<file path="src/rtl/bus1to2_pkg.sv">
// ============================================================================
// Module : bus1to2_pkg
// Brief  : Shared widths, FSM encoding and region decode helper for bus1to2.
// Rev    : 1.0  initial release
// ============================================================================
`default_nettype none

package bus1to2_pkg;

    localparam int ADDR_W = 32;
    localparam int DATA_W = 32;
    localparam int STRB_W = 4;

    localparam logic [1:0] ST_IDLE = 2'd0;
    localparam logic [1:0] ST_A0   = 2'd1;
    localparam logic [1:0] ST_A1   = 2'd2;
    localparam logic [1:0] ST_RESP = 2'd3;

    typedef enum logic [1:0] {
        IDLE = ST_IDLE,
        A0   = ST_A0,
        A1   = ST_A1,
        RESP = ST_RESP
    } state_e;

    localparam logic [DATA_W-1:0] DEFAULT_ERR_RDATA = 32'hDEAD_BEEF;

    function automatic logic region_hit(
        input logic [ADDR_W-1:0] addr,
        input logic [ADDR_W-1:0] mask,
        input logic [ADDR_W-1:0] base
    );
        return ((addr & mask) == base);
    endfunction

endpackage

`default_nettype wire

</file>
<file path="src/rtl/bus1to2_if.sv">
// ============================================================================
// Module : bus1to2_if
// Brief  : valid/ready memory-style bus with master and slave views.
// Rev    : 1.0  initial release
// ============================================================================
`default_nettype none

interface bus1to2_if;
    import bus1to2_pkg::*;

    logic              valid;
    logic              ready;
    logic [ADDR_W-1:0] addr;
    logic [DATA_W-1:0] rdata;
    logic [DATA_W-1:0] wdata;
    logic [STRB_W-1:0] wstrb;

    modport master (
        output valid, addr, wdata, wstrb,
        input  ready, rdata
    );

    modport slave (
        input  valid, addr, wdata, wstrb,
        output ready, rdata
    );
endinterface

`default_nettype wire

</file>
<file path="src/rtl/bus1to2_bus_timeout.sv">
// ============================================================================
// Module : bus_timeout
// Brief  : Loadable down-counter flagging expiry of a slave wait window.
// Rev    : 1.0  initial release
// ============================================================================
`default_nettype none

module bus_timeout #(
    parameter int TIMEOUT = 16
) (
    input  wire  clk,
    input  wire  resetn,
    input  wire  clr,
    input  wire  en,
    output logic expired
);

    generate
        if (TIMEOUT > 0) begin : g_enabled
            localparam int              CNT_W = $clog2(TIMEOUT + 1);
            localparam logic [CNT_W-1:0] LOAD = CNT_W'(TIMEOUT - 1);

            logic [CNT_W-1:0] count_q;
            logic [CNT_W-1:0] count_d;

            // Loading TIMEOUT-1 makes expiry land on the TIMEOUT-th wait cycle.
            always_comb begin
                count_d = count_q;
                if (clr) begin
                    count_d = LOAD;
                end else if (en && (count_q != '0)) begin
                    count_d = count_q - 1'b1;
                end
            end

            always_ff @(posedge clk or negedge resetn) begin
                if (!resetn) begin
                    count_q <= '0;
                end else begin
                    count_q <= count_d;
                end
            end

            assign expired = (count_q == '0);
        end else begin : g_disabled
            assign expired = 1'b0;
        end
    endgenerate

endmodule

`default_nettype wire

</file>
<file path="src/rtl/bus1to2.sv">
// ============================================================================
// Module : bus1to2
// Brief  : One-master, two-slave address-decoding splitter with error response.
// Rev    : 1.0  initial release
// ============================================================================
`default_nettype none

module bus1to2
    import bus1to2_pkg::*;
#(
    parameter logic [ADDR_W-1:0] S0_BASE   = 32'h0000_0000,
    parameter logic [ADDR_W-1:0] S0_MASK   = 32'hF000_0000,
    parameter logic [ADDR_W-1:0] S1_BASE   = 32'h1000_0000,
    parameter logic [ADDR_W-1:0] S1_MASK   = 32'hF000_0000,
    parameter int                TIMEOUT   = 16,
    parameter logic [DATA_W-1:0] ERR_RDATA = DEFAULT_ERR_RDATA
) (
    input  wire               clk,
    input  wire               resetn,
    bus1to2_if.slave          m,
    bus1to2_if.master         s0,
    bus1to2_if.master         s1,
    output logic              bus_err,
    output logic [ADDR_W-1:0] err_addr
);

    state_e            state_q,    state_d;
    logic              m_ready_q,  m_ready_d;
    logic [DATA_W-1:0] m_rdata_q,  m_rdata_d;
    logic              bus_err_q,  bus_err_d;
    logic [ADDR_W-1:0] err_addr_q, err_addr_d;
    logic              s0_valid_q, s0_valid_d;
    logic [ADDR_W-1:0] s0_addr_q,  s0_addr_d;
    logic [DATA_W-1:0] s0_wdata_q, s0_wdata_d;
    logic [STRB_W-1:0] s0_wstrb_q, s0_wstrb_d;
    logic              s1_valid_q, s1_valid_d;
    logic [ADDR_W-1:0] s1_addr_q,  s1_addr_d;
    logic [DATA_W-1:0] s1_wdata_q, s1_wdata_d;
    logic [STRB_W-1:0] s1_wstrb_q, s1_wstrb_d;

    logic tmo_clr;
    logic tmo_en;
    logic tmo_expired;

    bus_timeout #(
        .TIMEOUT (TIMEOUT)
    ) u_timeout (
        .clk     (clk),
        .resetn  (resetn),
        .clr     (tmo_clr),
        .en      (tmo_en),
        .expired (tmo_expired)
    );

    always_comb begin
        state_d    = state_q;
        m_ready_d  = 1'b0;
        bus_err_d  = 1'b0;
        m_rdata_d  = m_rdata_q;
        err_addr_d = err_addr_q;
        s0_valid_d = s0_valid_q;
        s0_addr_d  = s0_addr_q;
        s0_wdata_d = s0_wdata_q;
        s0_wstrb_d = s0_wstrb_q;
        s1_valid_d = s1_valid_q;
        s1_addr_d  = s1_addr_q;
        s1_wdata_d = s1_wdata_q;
        s1_wstrb_d = s1_wstrb_q;
        tmo_clr    = 1'b0;
        tmo_en     = 1'b0;

        case (state_q)
            IDLE: begin
                if (m.valid) begin
                    // S0 is tested first so it wins where the regions overlap.
                    if (region_hit(m.addr, S0_MASK, S0_BASE)) begin
                        s0_valid_d = 1'b1;
                        s0_addr_d  = m.addr;
                        s0_wdata_d = m.wdata;
                        s0_wstrb_d = m.wstrb;
                        tmo_clr    = 1'b1;
                        state_d    = A0;
                    end else if (region_hit(m.addr, S1_MASK, S1_BASE)) begin
                        s1_valid_d = 1'b1;
                        s1_addr_d  = m.addr;
                        s1_wdata_d = m.wdata;
                        s1_wstrb_d = m.wstrb;
                        tmo_clr    = 1'b1;
                        state_d    = A1;
                    end else begin
                        m_ready_d  = 1'b1;
                        bus_err_d  = 1'b1;
                        m_rdata_d  = ERR_RDATA;
                        err_addr_d = m.addr;
                        state_d    = RESP;
                    end
                end
            end
            A0: begin
                if (s0.ready) begin
                    s0_valid_d = 1'b0;
                    m_ready_d  = 1'b1;
                    m_rdata_d  = s0.rdata;
                    state_d    = RESP;
                end else begin
                    tmo_en = 1'b1;
                    if (tmo_expired) begin
                        s0_valid_d = 1'b0;
                        m_ready_d  = 1'b1;
                        bus_err_d  = 1'b1;
                        m_rdata_d  = ERR_RDATA;
                        err_addr_d = s0_addr_q;
                        state_d    = RESP;
                    end
                end
            end
            A1: begin
                if (s1.ready) begin
                    s1_valid_d = 1'b0;
                    m_ready_d  = 1'b1;
                    m_rdata_d  = s1.rdata;
                    state_d    = RESP;
                end else begin
                    tmo_en = 1'b1;
                    if (tmo_expired) begin
                        s1_valid_d = 1'b0;
                        m_ready_d  = 1'b1;
                        bus_err_d  = 1'b1;
                        m_rdata_d  = ERR_RDATA;
                        err_addr_d = s1_addr_q;
                        state_d    = RESP;
                    end
                end
            end
            default: begin
                state_d = IDLE;
            end
        endcase
    end

    always_ff @(posedge clk or negedge resetn) begin
        if (!resetn) begin
            state_q    <= IDLE;
            m_ready_q  <= 1'b0;
            m_rdata_q  <= '0;
            bus_err_q  <= 1'b0;
            err_addr_q <= '0;
            s0_valid_q <= 1'b0;
            s0_addr_q  <= '0;
            s0_wdata_q <= '0;
            s0_wstrb_q <= '0;
            s1_valid_q <= 1'b0;
            s1_addr_q  <= '0;
            s1_wdata_q <= '0;
            s1_wstrb_q <= '0;
        end else begin
            state_q    <= state_d;
            m_ready_q  <= m_ready_d;
            m_rdata_q  <= m_rdata_d;
            bus_err_q  <= bus_err_d;
            err_addr_q <= err_addr_d;
            s0_valid_q <= s0_valid_d;
            s0_addr_q  <= s0_addr_d;
            s0_wdata_q <= s0_wdata_d;
            s0_wstrb_q <= s0_wstrb_d;
            s1_valid_q <= s1_valid_d;
            s1_addr_q  <= s1_addr_d;
            s1_wdata_q <= s1_wdata_d;
            s1_wstrb_q <= s1_wstrb_d;
        end
    end

    assign m.ready   = m_ready_q;
    assign m.rdata   = m_rdata_q;
    assign s0.valid  = s0_valid_q;
    assign s0.addr   = s0_addr_q;
    assign s0.wdata  = s0_wdata_q;
    assign s0.wstrb  = s0_wstrb_q;
    assign s1.valid  = s1_valid_q;
    assign s1.addr   = s1_addr_q;
    assign s1.wdata  = s1_wdata_q;
    assign s1.wstrb  = s1_wstrb_q;
    assign bus_err   = bus_err_q;
    assign err_addr  = err_addr_q;

endmodule

`default_nettype wire

</file>
<file path="src/flat_wrapper.sv">
// flat-port wrapper written by rule: the top's interface ports become plain ports
module bus1to2_flat import bus1to2_pkg::*;
#(
    parameter logic [ADDR_W-1:0] S0_BASE   = 32'h0000_0000,
    parameter logic [ADDR_W-1:0] S0_MASK   = 32'hF000_0000,
    parameter logic [ADDR_W-1:0] S1_BASE   = 32'h1000_0000,
    parameter logic [ADDR_W-1:0] S1_MASK   = 32'hF000_0000,
    parameter int                TIMEOUT   = 16,
    parameter logic [DATA_W-1:0] ERR_RDATA = DEFAULT_ERR_RDATA
)
  (clk, resetn, bus_err, err_addr, m_valid, m_addr, m_wdata, m_wstrb, m_ready, m_rdata, s0_valid, s0_addr, s0_wdata, s0_wstrb, s0_ready, s0_rdata, s1_valid, s1_addr, s1_wdata, s1_wstrb, s1_ready, s1_rdata);
  bus1to2_if m_i ();
  bus1to2_if s0_i ();
  bus1to2_if s1_i ();
  input  wire clk;
  input  wire resetn;
  output logic bus_err;
  output logic [ADDR_W-1:0] err_addr;
  input wire logic [$bits(m_i.valid)-1:0] m_valid;
  input wire logic [$bits(m_i.addr)-1:0] m_addr;
  input wire logic [$bits(m_i.wdata)-1:0] m_wdata;
  input wire logic [$bits(m_i.wstrb)-1:0] m_wstrb;
  output wire logic [$bits(m_i.ready)-1:0] m_ready;
  output wire logic [$bits(m_i.rdata)-1:0] m_rdata;
  output wire logic [$bits(s0_i.valid)-1:0] s0_valid;
  output wire logic [$bits(s0_i.addr)-1:0] s0_addr;
  output wire logic [$bits(s0_i.wdata)-1:0] s0_wdata;
  output wire logic [$bits(s0_i.wstrb)-1:0] s0_wstrb;
  input wire logic [$bits(s0_i.ready)-1:0] s0_ready;
  input wire logic [$bits(s0_i.rdata)-1:0] s0_rdata;
  output wire logic [$bits(s1_i.valid)-1:0] s1_valid;
  output wire logic [$bits(s1_i.addr)-1:0] s1_addr;
  output wire logic [$bits(s1_i.wdata)-1:0] s1_wdata;
  output wire logic [$bits(s1_i.wstrb)-1:0] s1_wstrb;
  input wire logic [$bits(s1_i.ready)-1:0] s1_ready;
  input wire logic [$bits(s1_i.rdata)-1:0] s1_rdata;
  assign m_i.valid = m_valid;
  assign m_i.addr = m_addr;
  assign m_i.wdata = m_wdata;
  assign m_i.wstrb = m_wstrb;
  assign m_ready = m_i.ready;
  assign m_rdata = m_i.rdata;
  assign s0_valid = s0_i.valid;
  assign s0_addr = s0_i.addr;
  assign s0_wdata = s0_i.wdata;
  assign s0_wstrb = s0_i.wstrb;
  assign s0_i.ready = s0_ready;
  assign s0_i.rdata = s0_rdata;
  assign s1_valid = s1_i.valid;
  assign s1_addr = s1_i.addr;
  assign s1_wdata = s1_i.wdata;
  assign s1_wstrb = s1_i.wstrb;
  assign s1_i.ready = s1_ready;
  assign s1_i.rdata = s1_rdata;
  bus1to2 #(.S0_BASE(S0_BASE), .S0_MASK(S0_MASK), .S1_BASE(S1_BASE), .S1_MASK(S1_MASK), .TIMEOUT(TIMEOUT), .ERR_RDATA(ERR_RDATA)) u_core (.clk(clk), .resetn(resetn), .m(m_i), .s0(s0_i), .s1(s1_i), .bus_err(bus_err), .err_addr(err_addr));
endmodule
</file>
<file path="config.mk">
export PLATFORM = sky130hd
export DESIGN_NAME = bus1to2_flat
export DESIGN_NICKNAME = d
export VERILOG_FILES = /design/src/rtl/bus1to2_pkg.sv /design/src/rtl/bus1to2_if.sv /design/src/rtl/bus1to2_bus_timeout.sv /design/src/rtl/bus1to2.sv /design/src/flat_wrapper.sv
export SDC_FILE = /design/constraint.sdc
export NUM_CORES = 1
export LEC_CHECK = 0
export ABC_CLOCK_PERIOD_IN_PS = 2200
export CAP_MARGIN = 20
export CORE_UTILIZATION = 45
export CTS_CLUSTER_DIAMETER = 150
export DETAILED_ROUTE_END_ITERATION = 12
export GPL_ROUTABILITY_DRIVEN = 0
export GPL_TIMING_DRIVEN = 0
export PLACE_DENSITY = 0.77
export SYNTH_ARGS = -nofsm -noshare
export SYNTH_HDL_FRONTEND = slang
export SYNTH_SLANG_ARGS = --single-unit
export TNS_END_PERCENT = 20
</file>
<file path="constraint.sdc">
create_clock -name clk -period 2.2 [get_ports clk]
set_input_delay 0.33 -clock clk [delete_from_list [all_inputs] [get_ports clk]]
set_output_delay 0.33 -clock clk [all_outputs]
set_load 0.02 [all_outputs]
</file>
**After elaboration in Yosys (flattened, before gate mapping)**

Cells that the tools add are included.

- Bits in registers: 211
- Output and inout port bits: 204

- Add/subtract/negate cells: 1
- Equality and inequality tests: 14
- Muxes and demuxes: 51
- Bitwise gates (word level): 1
- Reduce and logical (&&, ||, !) cells: 15

Operator list:

| operator | count |
|---|---|
| 2-to-1 mux 32 bit | 13 |
| one-hot mux 32 bit (3 select lines) | 2 |
| logical NOT 32 bit | 1 |
| 2-to-1 mux 1 bit | 23 |
| AND reduction 4 bit | 3 |
| 2-to-1 mux 2 bit | 5 |
| 2-to-1 mux 5 bit | 2 |
| != test 2 bit, second input constant | 5 |
| != test 2 x 1 -> 1 bit, second input constant | 4 |
| AND reduction 8 bit | 1 |
| != test 3 x 2 -> 1 bit, second input constant | 2 |
| one-hot mux 1 bit (2 select lines) | 3 |
| one-hot mux 1 bit (3 select lines) | 2 |
| one-hot mux 2 bit (3 select lines) | 1 |
| nonzero test 2 bit | 3 |
| logical NOT 5 bit | 1 |
| AND reduction 5 bit | 1 |
| nonzero test 5 bit | 1 |
| subtractor 5 x 1 -> 5 bit, second input constant | 1 |
| == test 4 x 1 -> 1 bit, second input constant | 1 |
| AND reduction 3 bit | 1 |
| nonzero test 3 bit | 1 |
| == test 2 x 1 -> 1 bit, second input constant | 1 |
| == test 2 bit, second input constant | 1 |
| other kinds (3) | 3 |

**Depth between registers and ports, before layout**

Gate-level depths: netlist (run 1).

- Word-level depth: 6
- Depth in mapped cells: 9
- Gate-level depth less buffers: 6

**Cells and area by module**

Synthesis (run 1) repeated with hierarchy kept, for this count alone.

- Cells, all modules: 724
- Area total of the unflattened synthesis: 9,116.2 um2

Modules (own cells, without submodules):

| module | times used | cells an instance | area an instance (um2) |
|---|---|---|---|
| bus1to2 | 1 | 700 | 8,846.0 |
| bus_timeout | 1 | 24 | 270.3 |

**Worst setup path after synthesis (run 1)**

OpenSTA, ideal clock, no wires.

- Path kind: flip-flop to flip-flop
- Start point: register u_core.state_q[0]
- End point: register u_core.s0_wdata_q[30], in the netlist u_core.s0.wdata[30]
- Library setup time: 128 ps
- Data arrival time: 1,935 ps
- Path slack: 137 ps
- Cell stages (with the launch flop): 9
- Path buffers: 3
- Period minus slack after synthesis: 2,063 ps
- Cells stage by stage: dfrtp_1 -> inv_1 -> ha_1 -> clkbuf_1 -> nand2_1 -> or3_1 -> buf_4 -> buf_6 -> mux2_1

- Longest elaborated chain between the ends: 2

Ends and longest elaborated chain:

| what | line | RTL |
|---|---|---|
| start: declaration | bus1to2.sv:27 | `state_e state_q, state_d;` |
| start signal: assignment | bus1to2.sv:157 | `state_q <= state_d;` |
| logical NOT 2 bit | bus1to2.sv:72 | `case (state_q)` |
| AND reduction 3 bit (no source line) | -- |  |
| end signal: assignment | bus1to2.sv:164 | `s0_wdata_q <= s0_wdata_d;` |
| end: declaration | bus1to2.sv:34 | `logic [DATA_W-1:0] s0_wdata_q, s0_wdata_d;` |

Every way passes these cells.
A chain may end at the register's enable or synchronous reset.

**Worst setup path after layout (run 1)**

- Start point: register u_core.u_timeout.g_enabled.count_q[1]
- End point: register u_core.err_addr_q[6], in the netlist u_core.err_addr[6]

- Longest elaborated chain between the ends: 3
- Elaborated cells between the ends (all ways): 4
- Those cells by class: 2 x eq/ne; 2 x reduce/logical

Ends and longest elaborated chain:

| what | line | RTL |
|---|---|---|
| start: declaration | bus1to2_bus_timeout.sv:23 | `logic [CNT_W-1:0] count_q;` |
| start signal: assignment | bus1to2_bus_timeout.sv:40 | `count_q <= count_d;` |
| logical NOT 5 bit (*) | bus1to2_bus_timeout.sv:44 | `assign expired = (count_q == '0);` |
| != test 2 x 1 -> 1 bit (no source line) | -- |  |
| AND reduction 8 bit (no source line) (*) | -- |  |
| end signal: assignment | bus1to2.sv:161 | `err_addr_q <= err_addr_d;` |
| end: declaration | bus1to2.sv:31 | `logic [ADDR_W-1:0] err_addr_q, err_addr_d;` |

Mark *: on every way between the ends. The rest lies on a longest branch, timed or not.

==> results of run 1 <==
[state kept, by name (all words and copies together) (netlist names)]
signal and count:
u_core.u_timeout.g_enabled.count_q 5, u_core.m.ready 1, u_core.s0.wdata 32, u_core.m.rdata 32, u_core.err_addr 32, u_core.s0.wstrb 4
u_core.state_q 2, u_core.s1.addr 32, u_core.s1.valid 1, u_core.s0.valid 1, u_core.s1.wdata 32, u_core.bus_err 1
u_core.s0.addr 32, u_core.s1.wstrb 4
[path summary, 6_finish.rpt]
kind	from	endpoint
worst max-delay path	u_core.u_timeout.g_enabled.count_q[1]	u_core.err_addr[6]
worst min-delay path	m_wstrb[2]	u_core.s0.wstrb[2]
worst max register to register	u_core.u_timeout.g_enabled.count_q[1]	u_core.err_addr[6]
worst min register to register	u_core.m.rdata[1]	u_core.m.rdata[1]
max in group asynchronous	resetn	u_core.state_q[1]
min in group asynchronous	resetn	u_core.s1.wdata[7]
[power breakdown]
part | internal (W) | switching [W]
combinational | 0.00693 | 0.00682
sequential | 0.00571 | 0.00113
clock | 0.00233 | 0.00155
total | 0.0150 | 0.00950
[cell usage after synthesis (6+ instances only)]
| cell | number |
|---|---|
| buf_6 | 6 |
| buf_2 | 7 |
| dfrtp_1 | 211 |
| clkbuf_1 | 37 |
| a21oi_1 | 41 |
| and2_1 | 9 |
| buf_1 | 7 |
| ha_1 | 7 |
| nand2_1 | 55 |
| inv_1 | 12 |
| a41oi_1 | 24 |
| a22o_1 | 8 |
| a22oi_1 | 40 |
| mux2_2 | 126 |
| o22ai_1 | 8 |
| o22a_1 | 24 |
| nand3_1 | 28 |
| mux2_4 | 30 |
| nor2_1 | 35 |
[routing by layer]
metal,up-vias,wire [microns],share of wire
li1,3503,-,-
met4,0,968,0.034
met2,286,13600,0.48
met1,3841,11800,0.42
met3,62,1990,0.070
met5,-,0,0
[kinds of logic after synthesis]
family	synth area share
flip-flops	0.558
buffers and inverters	0.0338
adder cells (fa/ha/maj)	0.00926
AND/OR/NAND/NOR	0.0709
multiplexers	0.202
XOR/XNOR	0.00185
AO/OA/AOI/OAI	0.124
[what timing repair did]
item                                   4_1_cts  5_1_grt
hold buffers                                 1        0
resized for setup                           44       32
setup endpoints to repair                  181      164
pin swaps                                    0        1
endpoints found under the hold margin      106        0
setup buffers                                1        3
gates cloned                                 0        2
[metrics by stage]
stage               instance area, sq um   util  worst slack [ns]  std cells   TNS, ns
CTS                                14100  0.691           -0.0369       1408    -0.389
floorplan                           9460      -             0.137        756         0
global route                       14200  0.697           -0.0953       1411     -2.32
detailed placement                 13200  0.648            -0.585       1367    -59.37
global placement                   13200  0.646             -8.35       1366  -1815.24
finish                             14200  0.697           -0.0297       1411    -0.198
[critical path, cell delays in order (launching register included)]
cell and delay (ns):
dfrtp_1 0.39, inv_2 0.08, ha_4 0.14, or4b_4 0.48, buf_8 0.15, o21ai_4 0.13, nand3b_4 0.22, clkbuf_16 0.24
mux2_4 0.30
[final cells by class]
class | instances | share of cell area
multi-input cells | 475 | 0.275
clock buffers | 37 | 0.0498
plain buffers | 53 | 0.0254
well taps | 270 | 0.0237
repair buffers | 348 | 0.248
clock inverters | 5 | 0.00431
flip-flops and latches | 211 | 0.371
inverters | 12 | 0.00316
==> out/results.ini, run 1 <==
[floorplan]
core_sq_mm = 0.0204
fp.dieW_microns = 147
die-area_sq_mm = 0.0216
initial_core_util = 0.463
placementRows = 52
pin_count = 341
chipHeight_microns = 147

[global_routing]
top_usage_layer = met2
met1_usage = 0.326
grt_use_met2 = 0.432
grt_pass1_vias = 8102
grt_pass1_wl_mm = 44.2
antenna_found_initial = 0
grtUsageTotal = 0.260
overflow = 0
grtUsageMet3 = 0.0717
grt_max_degree = 108

[synth]
netlist_area_sq_mm = 0.00946
ys_seq_area_frac = 0.558
yosys_warnings = 0
synth_flop_cell = dfrtp_1
avgSynthCellArea_sq_um = 12.5
async_flop_share = 1.00
synth-seq-cells = 211
netlist.area_leader.share = 0.558
synth.top_cells.by_area = dfrtp_1 (56%), mux2_2 (15%), mux2_4 (4.8%), a22oi_1 (3.2%), a41oi_1 (2.2%)
synth_edf_count = 0
yosys.area.top_type = dfrtp_1
netlist_instances = 756
yosys.cell_types.count = 42
synth_fp_nets = 900

[clock_tree]
clkTransAtPathRegs_ns = 0.06
cts_buffers = 24
clk_path_buf_depth = 3
clk_latency_ns = 0.52
htree_num_levels = 1
cts_tree = built
clock-sinks = 211
cts_root_buf = clkbuf_16

[timing]
worst_slew_pin_slew_ns = 0.819
fin_ws_ns = -0.0297
relSlewSlack = 0.454
whs_ns = 0.433
finalClockSkew_ns = 0.0247
max_freq_ghz = 0.448
fin_crit_ns = 2.23
period_share = 1.01
slew_viol_final = 0
finalSetupViolations = 15
rsz0062_at_grt = yes
hold_violations = 0

[cells_and_area]
final_cell_mix = clkdlybuf4s50_1 (339), dfrtp_1 (209), mux2_2 (126)
fill_cells = 1512
seq_area_sq_mm = 0.00528
multi_input_area_sq_mm = 0.00391
final_nets = 1269
area_growth_pct = 50.4
layout_commonest_cell = clkdlybuf4s50_1
drive_above_1_share = 0.225
n_antenna_cell = 0

[worst_setup_path]
path_class = flop to flop
reg2reg_depth = 8
required_ns = 2.58
end_kind = flop
r2r_slack_ns = -0.03
crit_path_start_kind = flop
cp.arrival_ns = 2.61
path_max_fanout = 6

[worst_hold_path]
hold_path.class = input pin to flop
hold_depth = 2

[route]
drt_iter0_drc = 312
first_pass_iters = 5
vias_per_cell = 5.45
drcViolationCount = 0
post_drt_wl_per_cell_microns = 20.1
finalWirelength_mm = 28.4
vias = 7692
final_antenna_net_count = 0

[outcome]
violations = setup timing
status = finished, violations left

[power_and_ir_drop]
peakVddDrop_mv = 0.916
finalPower_w = 0.0245
p_leak_nw = 6.17
power.density_mw_per_mm2 = 1720

[flow_run]
maxCapViolCount = 0

[placed_design]
portBuffers = 340
hpwl_mm = 20.2

Power figures use the tool's default switching activity.
==> run 2, diff against run 1 <==
--- a/config.mk
+++ b/config.mk
@@ -5,14 +5,16 @@
 export SDC_FILE = /design/constraint.sdc
 export NUM_CORES = 1
 export LEC_CHECK = 0
-export ABC_CLOCK_PERIOD_IN_PS = 2200
+export ABC_CLOCK_PERIOD_IN_PS = 2680
 export CAP_MARGIN = 20
-export CORE_UTILIZATION = 45
+export CORE_ASPECT_RATIO = 2
+export CORE_UTILIZATION = 48
+export CTS_BUF_LIST = sky130_fd_sc_hd__clkbuf_4 sky130_fd_sc_hd__clkbuf_8
 export CTS_CLUSTER_DIAMETER = 150
 export DETAILED_ROUTE_END_ITERATION = 12
 export GPL_ROUTABILITY_DRIVEN = 0
 export GPL_TIMING_DRIVEN = 0
-export PLACE_DENSITY = 0.77
+export PLACE_DENSITY = 0.82
 export SYNTH_ARGS = -nofsm -noshare
 export SYNTH_HDL_FRONTEND = slang
 export SYNTH_SLANG_ARGS = --single-unit
==> constraint.sdc (replaced) <==
create_clock -name clk -period 2.68 [get_ports clk]
set_input_delay 0.402 -clock clk [delete_from_list [all_inputs] [get_ports clk]]
set_output_delay 0.402 -clock clk [all_outputs]
set_load 0.02 [all_outputs]
==> run 2 against run 1 <==
The run now ends clean. Final area shrank 2.2%. Largest power group unchanged. Clock-buffer cell count increased by 14. Clock skew fell by 0.013 ns. Final cell count rose by 0.21%. Wire length is 4.4% higher. Combinational power shrank 21%. Register-to-register slack better by 0.21 ns.
==> out/results.ini, run 2 (same netlist as run 1, synthesis figures left out) <==
[timing]
hold_violations = 0  ; unchanged
slew_viol_final = 0  ; unchanged
finalSetupViolations = 0  ; was 15
fin_crit_ns = 2.50  ; was 2.23 ns
setup-tns-final_ns = 0  ; was -0.198 ns
rsz0062_at_grt = yes  ; unchanged
relSlewSlack = 0.533  ; was 0.454
period_share = 0.933  ; was 1.01
fin_ws_ns = 0.178  ; was -0.0297 ns
worst_slew_pin_slew_ns = 0.700  ; was 0.819 ns
finalClockSkew_ns = 0.0119  ; was 0.0247 ns
max_freq_ghz = 0.400  ; was 0.448 GHz

[power_and_ir_drop]
power.density_mw_per_mm2 = 1390  ; was 1720 mW/mm^2
peakVddDrop_mv = 1.01  ; was 0.916 mV
p_leak_nw = 6.03  ; was 6.17 nW
combPwrFrac = 0.564  ; was 0.562
seqPwrFrac = 0.291  ; was 0.280
swShare = 0.403  ; was 0.388
pwr-share-clk = 0.145  ; was 0.158
p_sw_w = 0.00779  ; was 0.00950 W
cell_internal_pwr_w = 0.0116  ; was 0.0150 W

[cells_and_area]
layout_commonest_cell = clkdlybuf4s50_1  ; unchanged
fin_area_sq_mm = 0.0139  ; was 0.0142 sq mm
stdcell_count = 1414  ; was 1411
drive_above_1_share = 0.206  ; was 0.225
final_util = 0.719  ; was 0.697
final_nets = 1275  ; was 1269
area_growth_pct = 47.1  ; was 50.4%
final_cell_mix = clkdlybuf4s50_1 (339), dfrtp_1 (211), mux2_2 (126)  ; was clkdlybuf4s50_1 (339), dfrtp_1 (209), mux2_2 (126)
fill_cells = 1384  ; was 1512

[placed_design]
portBuffers = 340  ; unchanged
dpl_cell_area_sq_mm = 0.0132  ; about the same
hpwl_mm = 21.9  ; was 20.2 mm
dp.cells = 1356  ; was 1367
dp_slack_ns = -0.156  ; was -0.585 ns

[global_routing]
grtUsageTotal = 0.298  ; was 0.260
grt_pass1_vias = 8386  ; was 8102
grt_max_degree = 125  ; was 108
antenna_found_initial = 1  ; was 0
grt_pass1_wl_mm = 46.3  ; was 44.2 mm
overflow = 0  ; unchanged

[worst_setup_path]
cp.arrival_ns = 2.98  ; was 2.61 ns
path_max_fanout = 10  ; was 6
r2r_slack_ns = 0.18  ; was -0.03 ns
crit_path_start_kind = flop  ; unchanged
endpoint = u_core.s0.addr[15]  ; was u_core.err_addr[6]
end_kind = flop  ; unchanged
reg2reg_from = u_core.state_q[0]  ; was u_core.u_timeout.g_enabled.count_q[1]
reg2reg_depth = 7  ; was 8
path_class = flop to flop  ; unchanged
crit_path_start = u_core.state_q[0]  ; was u_core.u_timeout.g_enabled.count_q[1]
required_ns = 3.15  ; was 2.58 ns
worstReg2RegEnd = u_core.s0.addr[15]  ; was u_core.err_addr[6]

[route]
drt_iter0_drc = 301  ; was 312
final_antenna_net_count = 0  ; unchanged
vias = 7858  ; was 7692
vias_per_cell = 5.56  ; was 5.45
first_pass_iters = 6  ; was 5
post_drt_wl_per_cell_microns = 21.0  ; was 20.1 microns
drcViolationCount = 0  ; unchanged
finalWirelength_mm = 29.7  ; was 28.4 mm

[clock_tree]
clk_path_buf_depth = 3  ; unchanged
htree_num_levels = 1  ; unchanged
clk_latency_ns = 0.59  ; was 0.52 ns
postCtsSetupRepairBufs = 0  ; was 1
cts_root_buf = clkbuf_8  ; was clkbuf_16
cts_buffers = 31  ; was 24
clkTransAtPathRegs_ns = 0.06  ; about the same
clock-sinks = 211  ; unchanged
cts_tree = built  ; unchanged

[outcome]
status = complete, no violations  ; was finished, violations left

[floorplan]
placementRows = 72  ; was 52
pin_count = 341  ; unchanged
core_sq_mm = 0.0194  ; was 0.0204 sq mm
initial_core_util = 0.489  ; was 0.463
fp.dieW_microns = 101  ; was 147 microns
die-area_sq_mm = 0.0203  ; was 0.0216 sq mm
chipHeight_microns = 201  ; was 147 microns

[worst_hold_path]
hold_path.class = input pin to async pin  ; was input pin to flop

[flow_run]
maxCapViolCount = 0  ; unchanged

[run 2: cell count changes in the layout (fill, tap and decap cells not counted), sizes merged]
cell / before / now
clkinvlp: 0 / 1
clkinv: 4 / 2
clkbuf: 69 / 90
buf: 29 / 21
inv: 12 / 13
diode: 0 / 1
[run 2: per-layer routing]
metal  up-vias  track usage  part of all wire
met4         0        0.167             0.056
li1       3515            -                 -
met2       309        0.536              0.54
met5         -            0                 0
met1      3932        0.310              0.34
met3       102       0.0669             0.062
[run 2: through the flow]
stage               total power [W]  hold WS [ns]
global route                 0.0203         0.439
global placement             0.0163         0.469
CTS                          0.0195         0.414
finish                       0.0194         0.396
detailed placement           0.0166         0.460
floorplan                    0.0119         0.106
[run 2: critical path: stages (launching register included)]
cell and delay, ns:
dfrtp_1 0.45, inv_1 0.13, ha_1 0.15, clkbuf_1 0.28
nand2_1 0.16, nor3_2 0.46, buf_2 0.38, mux2_2 0.38
[run 2: area by class of cell]
type | count | area (sq um) | share of cell area
timing repair buffer | 342 | 3450 | 0.248
clock buffer | 51 | 614 | 0.0441
sequential | 211 | 5280 | 0.379
inverter | 12 | 45.0 | 0.00324
clock inverter | 5 | 58.8 | 0.00422
buffer | 58 | 287 | 0.0206
multi-input combinational | 475 | 3860 | 0.277
tap | 259 | 324 | 0.0233
antenna | 1 | 2.50 | 0.000180
[run 2: worst min path at each step]
stage	from	depth (start not counted)	to
final	resetn	2	u_core.err_addr[1]
after CTS	resetn	2	u_core.m.rdata[17]
after floorplan	resetn	0	u_core.bus_err
after global routing	m_wdata[11]	2	u_core.s1.wdata[11]
after detailed placement	resetn	1	u_core.err_addr[4]
after global placement	u_core.m.rdata[5]	1	u_core.m.rdata[5]
[run 2: power groups by stage]
stage	combinational, W	clock [W]	sequential [W]
after floorplan	0.00462	0	0.00723
after global placement	0.0107	0	0.00559
after detailed placement	0.0109	0	0.00565
after CTS	0.0110	0.00286	0.00562
after global routing	0.0116	0.00299	0.00579
final	0.0109	0.00281	0.00563
[run 2: repair_timing]
action / CTS / global route
gates resized for setup: 2 / 8
hold buffers: 1 / 0
endpoints found under the setup margin: 36 / 17
hold endpoints to repair: 87 / 0
==> run 3, diff against run 2 <==
--- a/config.mk
+++ b/config.mk
@@ -14,6 +14,7 @@
 export DETAILED_ROUTE_END_ITERATION = 12
 export GPL_ROUTABILITY_DRIVEN = 0
 export GPL_TIMING_DRIVEN = 0
+export HOLD_SLACK_MARGIN = 0.08
 export PLACE_DENSITY = 0.82
 export SYNTH_ARGS = -nofsm -noshare
 export SYNTH_HDL_FRONTEND = slang
==> results of run 3 <==
Same layout as run 2: the final DEF is identical, and so are final timing and power.
